===== config.mk =====
export PLATFORM = sky130hd
export DESIGN_NAME = regfile_flags
export DESIGN_NICKNAME = d
export VERILOG_FILES = /design/src/rtl/core_pkg.sv /design/src/rtl/flag_reg.sv /design/src/rtl/regfile_flags.sv
export SDC_FILE = /design/constraint.sdc
export NUM_CORES = 1
export LEC_CHECK = 0
export BUFFER_PORTS_ARGS = -buffer_cell sky130_fd_sc_hd__buf_4
export CAP_MARGIN = 10
export CORE_ASPECT_RATIO = 0.9
export CORE_UTILIZATION = 64
export DETAILED_ROUTE_END_ITERATION = 8
export GPL_TIMING_DRIVEN = 0
export PLACE_DENSITY = 0.83
export SETUP_SLACK_MARGIN = 0.2
export SYNTH_ARGS = -nofsm -noshare
export SYNTH_HDL_FRONTEND = slang
export SYNTH_SLANG_ARGS = --single-unit

===== constraint.sdc =====
create_clock -name clk -period 7.69 [get_ports clk]
set_input_delay 2.307 -clock clk [delete_from_list [all_inputs] [get_ports clk]]
set_output_delay 2.307 -clock clk [all_outputs]
set_load 0.01 [all_outputs]

===== src/rtl/core_pkg.sv =====
// Shared core constants: data/register sizing, flag bit order, write modes and
// the byte-lane merge used by both the register array write and the bypass path.
package core_pkg;
  localparam int DATA_W = 16;
  localparam int NREGS  = 16;
  localparam int AW     = $clog2(NREGS);
  localparam int FLAG_W = 3;

  // Flag ordering matches the ALU FLAG output.
  localparam int FLAG_N = 0;
  localparam int FLAG_V = 1;
  localparam int FLAG_Z = 2;

  localparam logic [1:0] WM_FULL = 2'b00;
  localparam logic [1:0] WM_LOW  = 2'b01;
  localparam logic [1:0] WM_HIGH = 2'b10;
  localparam logic [1:0] WM_NONE = 2'b11;

  // Byte modes always source the new lane from din[7:0].
  function automatic logic [DATA_W-1:0] byte_merge(input logic [DATA_W-1:0] old_w,
                                                   input logic [DATA_W-1:0] din,
                                                   input logic [1:0]        mode);
    logic [DATA_W-1:0] r;
    case (mode)
      WM_FULL: r = din;
      WM_LOW:  r = {old_w[DATA_W-1:DATA_W/2], din[DATA_W/2-1:0]};
      WM_HIGH: r = {din[DATA_W/2-1:0], old_w[DATA_W/2-1:0]};
      default: r = old_w;
    endcase
    return r;
  endfunction
endpackage


===== src/rtl/flag_reg.sv =====
// N/V/Z flag register with per-bit write enables.
// Optional same-cycle forwarding under REGFILE_BYPASS_EN.
module flag_reg
  import core_pkg::*;
(
  input  logic              clk,
  input  logic              rst,
  input  logic [FLAG_W-1:0] we,
  input  logic [FLAG_W-1:0] din,
  output logic [FLAG_W-1:0] flags
);
  logic [FLAG_W-1:0] q;
  logic [FLAG_W-1:0] fwd;

  always_ff @(posedge clk) begin
    if (rst) q <= '0;
    else begin
      for (int i = 0; i < FLAG_W; i++)
        if (we[i]) q[i] <= din[i];
    end
  end

`ifdef REGFILE_BYPASS_EN
  assign fwd = (we & din) | (~we & q);
`else
  assign fwd = q;
`endif

  assign flags = rst ? '0 : fwd;
endmodule


===== src/rtl/regfile_flags.sv =====
// 16x16 general register file (R0 hardwired to zero) plus N/V/Z flags feeding the ALU.
// REGFILE_BYPASS_EN enables write-to-read forwarding of registers and flags.
module regfile_flags
  import core_pkg::*;
(
  input  logic              clk,
  input  logic              rst,
  input  logic [AW-1:0]     SrcReg1,
  input  logic [AW-1:0]     SrcReg2,
  input  logic [AW-1:0]     DstReg,
  input  logic              WriteReg,
  input  logic [1:0]        WriteMode,
  input  logic [DATA_W-1:0] DstData,
  input  logic [FLAG_W-1:0] FlagWE,
  input  logic [FLAG_W-1:0] FlagIn,
  output logic [DATA_W-1:0] SrcData1,
  output logic [DATA_W-1:0] SrcData2,
  output logic [FLAG_W-1:0] FlagOut
);
  logic [NREGS-1:0][DATA_W-1:0] mem;
  logic                         wr_en;
  logic [DATA_W-1:0]            merged;
  logic [1:0][AW-1:0]           raddr;
  logic [1:0][DATA_W-1:0]       rdata;

  assign wr_en  = WriteReg && (DstReg != '0) && (WriteMode != WM_NONE);
  assign merged = byte_merge(mem[DstReg], DstData, WriteMode);

  // mem[0] is never written, so reset keeps it at zero permanently.
  always_ff @(posedge clk) begin
    if (rst) mem <= '0;
    else if (wr_en) mem[DstReg] <= merged;
  end

  assign raddr = {SrcReg2, SrcReg1};

  always_comb begin
    rdata = '0;
    for (int p = 0; p < 2; p++) begin
      rdata[p] = mem[raddr[p]];
`ifdef REGFILE_BYPASS_EN
      if (wr_en && raddr[p] == DstReg) rdata[p] = merged;
`endif
      if (rst || raddr[p] == '0) rdata[p] = '0;
    end
  end

  assign SrcData1 = rdata[0];
  assign SrcData2 = rdata[1];

  flag_reg u_flags (
    .clk   (clk),
    .rst   (rst),
    .we    (FlagWE),
    .din   (FlagIn),
    .flags (FlagOut)
  );
endmodule


==> Word-level counts from Yosys, hierarchy flattened <==
Cells that the tools add are included.
{ "word_totals": {"ff_bits": 259, "latchBits": 0, "ram_bits": 0, "rom_bits": 0, "in_bits": 39, "out_inout_bits": 35, "word_cells": 48, "memories": 0} }
{ "op_classes": {"add_sub_neg": 0, "multipliers": 0, "n_div": 0, "n_lt_le_gt_ge": 4, "eq_ne": 3, "shifts": 0, "mux": 13, "n_bitwise": 0, "n_reduce_logical": 9} }
{ "ops": {"columns": ["cell", "count"], "rows": [
  ["256-bit bitwise mux", 1],
  ["16-bit binary-select mux with 4-bit select", 3],
  ["16-bit 2-to-1 mux", 6],
  ["16-bit demux with 4-bit select", 1],
  ["16-bit one-hot mux with 3 select lines", 1],
  ["4-bit by 5-bit < comparator with 1-bit output (second input constant)", 3],
  ["4-bit logical NOT", 2],
  ["4-bit by 1-bit >= comparator with 1-bit output (second input constant)", 1],
  ["4-bit nonzero test", 1],
  ["1-bit logical AND", 3],
  ["3-bit 2-to-1 mux", 1],
  ["2-bit by 1-bit == test with 1-bit output (second input constant)", 1],
  ["2-bit == test (second input constant)", 1],
  ["2-bit logical NOT", 1],
  ["1-bit logical OR", 2],
  ["2-bit != test (second input constant)", 1]
]} }

==> Depth between registers and ports, before layout <==
{ "logic_depth": {"word_depth": 5, "ltp_mapped": 9, "depth_no_buf": 5} }

==> By module <==
A second synthesis with hierarchy kept.
{ "unflattened": {"hier_cells": 1503, "area_unflattened_um2": 15194.6} }
{ "by_module_without_submodules": {"columns": ["module", "instances", "cells_each", "area_per_inst_um2", "seq_area_each_um2"], "rows": [
  ["regfile_flags", 1, 1491, 15074.5, 5124.9],
  ["flag_reg", 1, 12, 120.1, 60.1]
]} }

==> Least setup slack after synthesis <==
No wires, ideal clock.
{ "synth_timing": {"kind": "in2out", "from": "input SrcReg2[1]", "to": "output SrcData2[10]", "arrival_ns": 3.783, "t_required_ns": 5.383, "setup_slack_ns": 1.600, "stages": 4, "path_buffers": 2, "path_cell_list": "buf_1 -> o41ai_1 -> clkbuf_1 -> a211oi_1"} }
{ "synth_between": {"elab_chain_cells": 3, "elab_cells_between_ends": 5, "classes_between": "mux: 3; reduce/logical: 2"} }
{ "synth_lines": {"columns": ["element", "line", "text"], "rows": [
  ["from (decl)", "regfile_flags.sv:9", "input logic [AW-1:0] SrcReg2,"],
  ["16-bit binary-select mux with 4-bit select / 4-bit logical NOT (equally long branches)", "regfile_flags.sv:40, regfile_flags.sv:44", null],
  ["16-bit 2-to-1 mux (not written as such) / 1-bit logical OR (equally long branches)", "regfile_flags.sv:40, regfile_flags.sv:44", null],
  ["16-bit 2-to-1 mux (*)", "regfile_flags.sv:44", "if (rst || raddr[p] == '0) rdata[p] = '0;"],
  ["to (decl)", "regfile_flags.sv:17", "output logic [DATA_W-1:0] SrcData2,"]
]} }
Mark *: on every way between the ends. The rest lies on a longest branch, timed or not. The select of a mux whose other input is x is not followed.

==> Final worst setup path <==
{ "layout_timing": {"from": "input SrcReg2[2]", "to": "output SrcData2[15]"} }
The elaborated chain is that of the path after synthesis.

==> results.md <==
- Status: complete, no violations
- Share of the yosys chip area belonging to registers: 34.6%
- Cells after synthesis: 1468
- FF-to-FF Start: mem[113]$_SDFFE_PP0P_
- #FFs+latches synth: 259
- Gr usage total: 50.7%
- R2R Setup Slk: 5.05 ns
- CTS tree: yes
- Slew margin rel.: 25.4%
- Starting density of the core: 66.0%
- P&R area growth vs syn: 11.7%
- Post-synth EDFFs: 0
- Setup_tns: 0 ns
- WP data arrival: 5.31 ns
- Min-Delay Startpoint: mem[0]$_SDFFE_PP0P_
- Crit Path Max Fanout: 10
- Slew @ Worst Pin: 1.12 ns
- Grt ovf: 0
- Leak: 5.87 nW
- Drt drc: 0
- Clk_skew: 0.0133 ns
- Rows: 52
- Worst Hold Class: flop to flop
- CP required: 5.38 ns
- Yosys cell types: 44
- Worst reg2reg path depth: 6
- IO Port Bufs: 64
- Mean post-synth cell area: 10.2 um2
- Seq pwr share: 43.7%
- 1st-iter DRT viols: 3112
- CTS max path bufs: 3
- Switching power: 0.879 mW
- Antenna Cells: 0
- Die ar.: 0.0240 mm2
- Die H: 147 um
- Synth warnings: 0
- Hold Crit Depth: 1
- I/O pins: 74
- Final nets: 1602
- Max_cap viols: 0
- Internal power: 2.26 mW
- Wire per inst: 32.0 um
- H-tree Lvls: 1
- First-pass GRT wire length: 88.0 mm
- Vias per inst: 7.90
- Mapped Area: 0.0150 mm2
- Crit. End Element: output port
- Tot Pwr: 3.14 mW
- Sw Ratio: 28.0%
- Later-pin clock latency in the skew report: 0.57 ns
- Power Density: 188 mW/mm2
- Combinational power share: 13.3%
- Mapped Nets: 1507
- Pin count of the biggest net entering global routing: 15
- Core region area: 0.0227 mm2
- Slew Viols, Final: 0
- Worst reg2reg endpoint: mem[65]$_SDFFE_PP0P_
- Total number of vias: 14800
- Die span in x: 163 um
- WHS Endpoint: mem[0]$_SDFFE_PP0P_
- WL final: 60.1 mm
- Final min period: 7.62 ns
- GPL Wtd Cong: 1.01
- Peak VDD IR: 0.000193 V
- Post-CTS Setup Bufs: 0
- Proportion of layout cells with a drive suffix above 1: 21.3%
- Worst Setup Path Type: input pin to output port
- Hold Vio Cnt, Final: 0
- Synth async-reset ratio: 0%
- TritonRoute pass-1 iters: 9
- Post-synth top flop: dfxtp_1
- Post-DP HPWL: 44.0 mm
- Initial antenna violation count: 2
- # setup viols final: 0
- Tcrit/Tclk final: 99.1%
- Clock slew at reported path FFs: 0.06 ns
- RSZ-0062 raised after global routing: false
- Part of the power in the clock network: 43.0%
- Clock sink count: 259
- Vias in the first global route: 13900
- Root Driver: clkbuf_16
- CP startpoint kind: input pin
- Antenna Nets Post-Route: 0
- CTS Buf Count: 27
- Fmax: 131 MHz
## timing repair
action,CTS,global route
hold buffers,0,0
endpoints found under the setup margin,1,2
gates resized for setup,1,4
## how the worst max path moves through the flow
stage	start	end	cells after the start
after floorplan	SrcReg2[1]	SrcData2[10]	4
after global placement	SrcReg1[2]	SrcData1[6]	7
after detailed placement	SrcReg1[2]	SrcData1[6]	7
after CTS	SrcReg2[1]	SrcData2[6]	6
after global routing	SrcReg2[2]	SrcData2[15]	7
final	SrcReg2[2]	SrcData2[15]	7
## flip-flops by register name, indices dropped and copies added (netlist names)
| name | flops |
|---|---|
| mem | 256 |
| u_flags.fwd | 3 |
## synth_stat cells, drive strengths merged, types with 24 or more instances
cell type    n  area [um2]
a22oi       30         225
clkbuf     108         408
nand3      232        1160
nor2        25        93.8
buf         64         403
o21ai      235        1190
nand2       24        90.1
dfxtp      259        5180
mux4       150        3380
nor2b       58         363
a211oi      70         526
mux2i      125        1250
## routing by layer
| layer | vias to the layer above | GRT usage [%] | share of wire [%] |
|---|---|---|---|
| li1 | 5884 | - | - |
| met1 | 7095 | 66.2 | 35 |
| met2 | 1463 | 71.4 | 41 |
| met3 | 382 | 19.1 | 16 |
| met4 | 2 | 30.0 | 7.2 |
| met5 | - | 0 | 0.017 |
## area by class of cell
class                      count  area, um2
multi-input combinational   1034       9000
fill                        1717       5960
sequential                   259       5180
buffer                       172        813
clock buffer                  33        728
timing repair buffer          66        490
tap                          297        372
clock inverter                13        153
inverter                       3       11.3
## worst max-delay path: stages
cell and delay [ns]:
buf_4 0.09, clkbuf_1 0.68, clkbuf_1 0.77, mux4_2 0.38
mux2i_1 0.09, a211oi_1 0.73, buf_4 0.25
## stage by stage
| step | utilization [%] | setup slack [ns] | cells | area [um2] | hold slack (ns) |
|---|---|---|---|---|---|
| 2_1_floorplan | - | 1.60 | 1468 | 15000 | 0.451 |
| 6_report | 73.8 | 0.0716 | 1877 | 16800 | 0.504 |
| 4_1_cts | 73.7 | 0.317 | 1875 | 16700 | 0.502 |
| 3_3_place_gp | 69.8 | 0.244 | 1829 | 15800 | 0.471 |
| 5_1_grt | 73.8 | 0.203 | 1877 | 16800 | 0.513 |
| 3_5_place_dp | 69.8 | 0.160 | 1829 | 15800 | 0.485 |
## layout by cell type, fill, tap and decap left out, types with 3 or more instances in the layout
cell       Yosys  final
dfxtp_1      259    259
o21ai_0      234    234
nand3_1      232    232
mux4_2       150    150
mux2i_1      125    125
clkbuf_1     106    107
buf_4         10     74
a211oi_1      70     68
nor2b_1       58     58
a22oi_1       30     30
clkbuf_16      0     27
buf_2         25     25
nor2_1        25     25
nand2_1       24     24
buf_1         18     18
a21oi_1       17     17
mux2_2        13     13
o221ai_1       9      9
a211o_1        9      9
buf_6          8      8
a311oi_1       7      7
clkbuf_2       2      6
clkinv_2       0      6
inv_1          3      3
buf_8          3      3
a31o_2         3      3
clkbuf_8       0      3
bufinv_16      0      3
## power by group through the flow
stage	clock, mW	sequential, mW	combinational (mW)
after global placement	0	1.40	0.384
after global routing	1.39	1.37	0.422
after detailed placement	0	1.40	0.389
after floorplan	0	1.40	0.239
after CTS	1.33	1.37	0.391
final	1.35	1.37	0.418
## cells by family (layout without fill, tap and decap cells)
logic type / Yosys count / after routing / share of synthesized area (%)
compound gates: 394 / 394 / 16.0
simple gates: 352 / 352 / 12.1
mux: 288 / 288 / 31.8
flops: 259 / 259 / 34.6
buf+inv: 175 / 287 / 5.48
No activity file was read; power rests on OpenSTA's default activity.
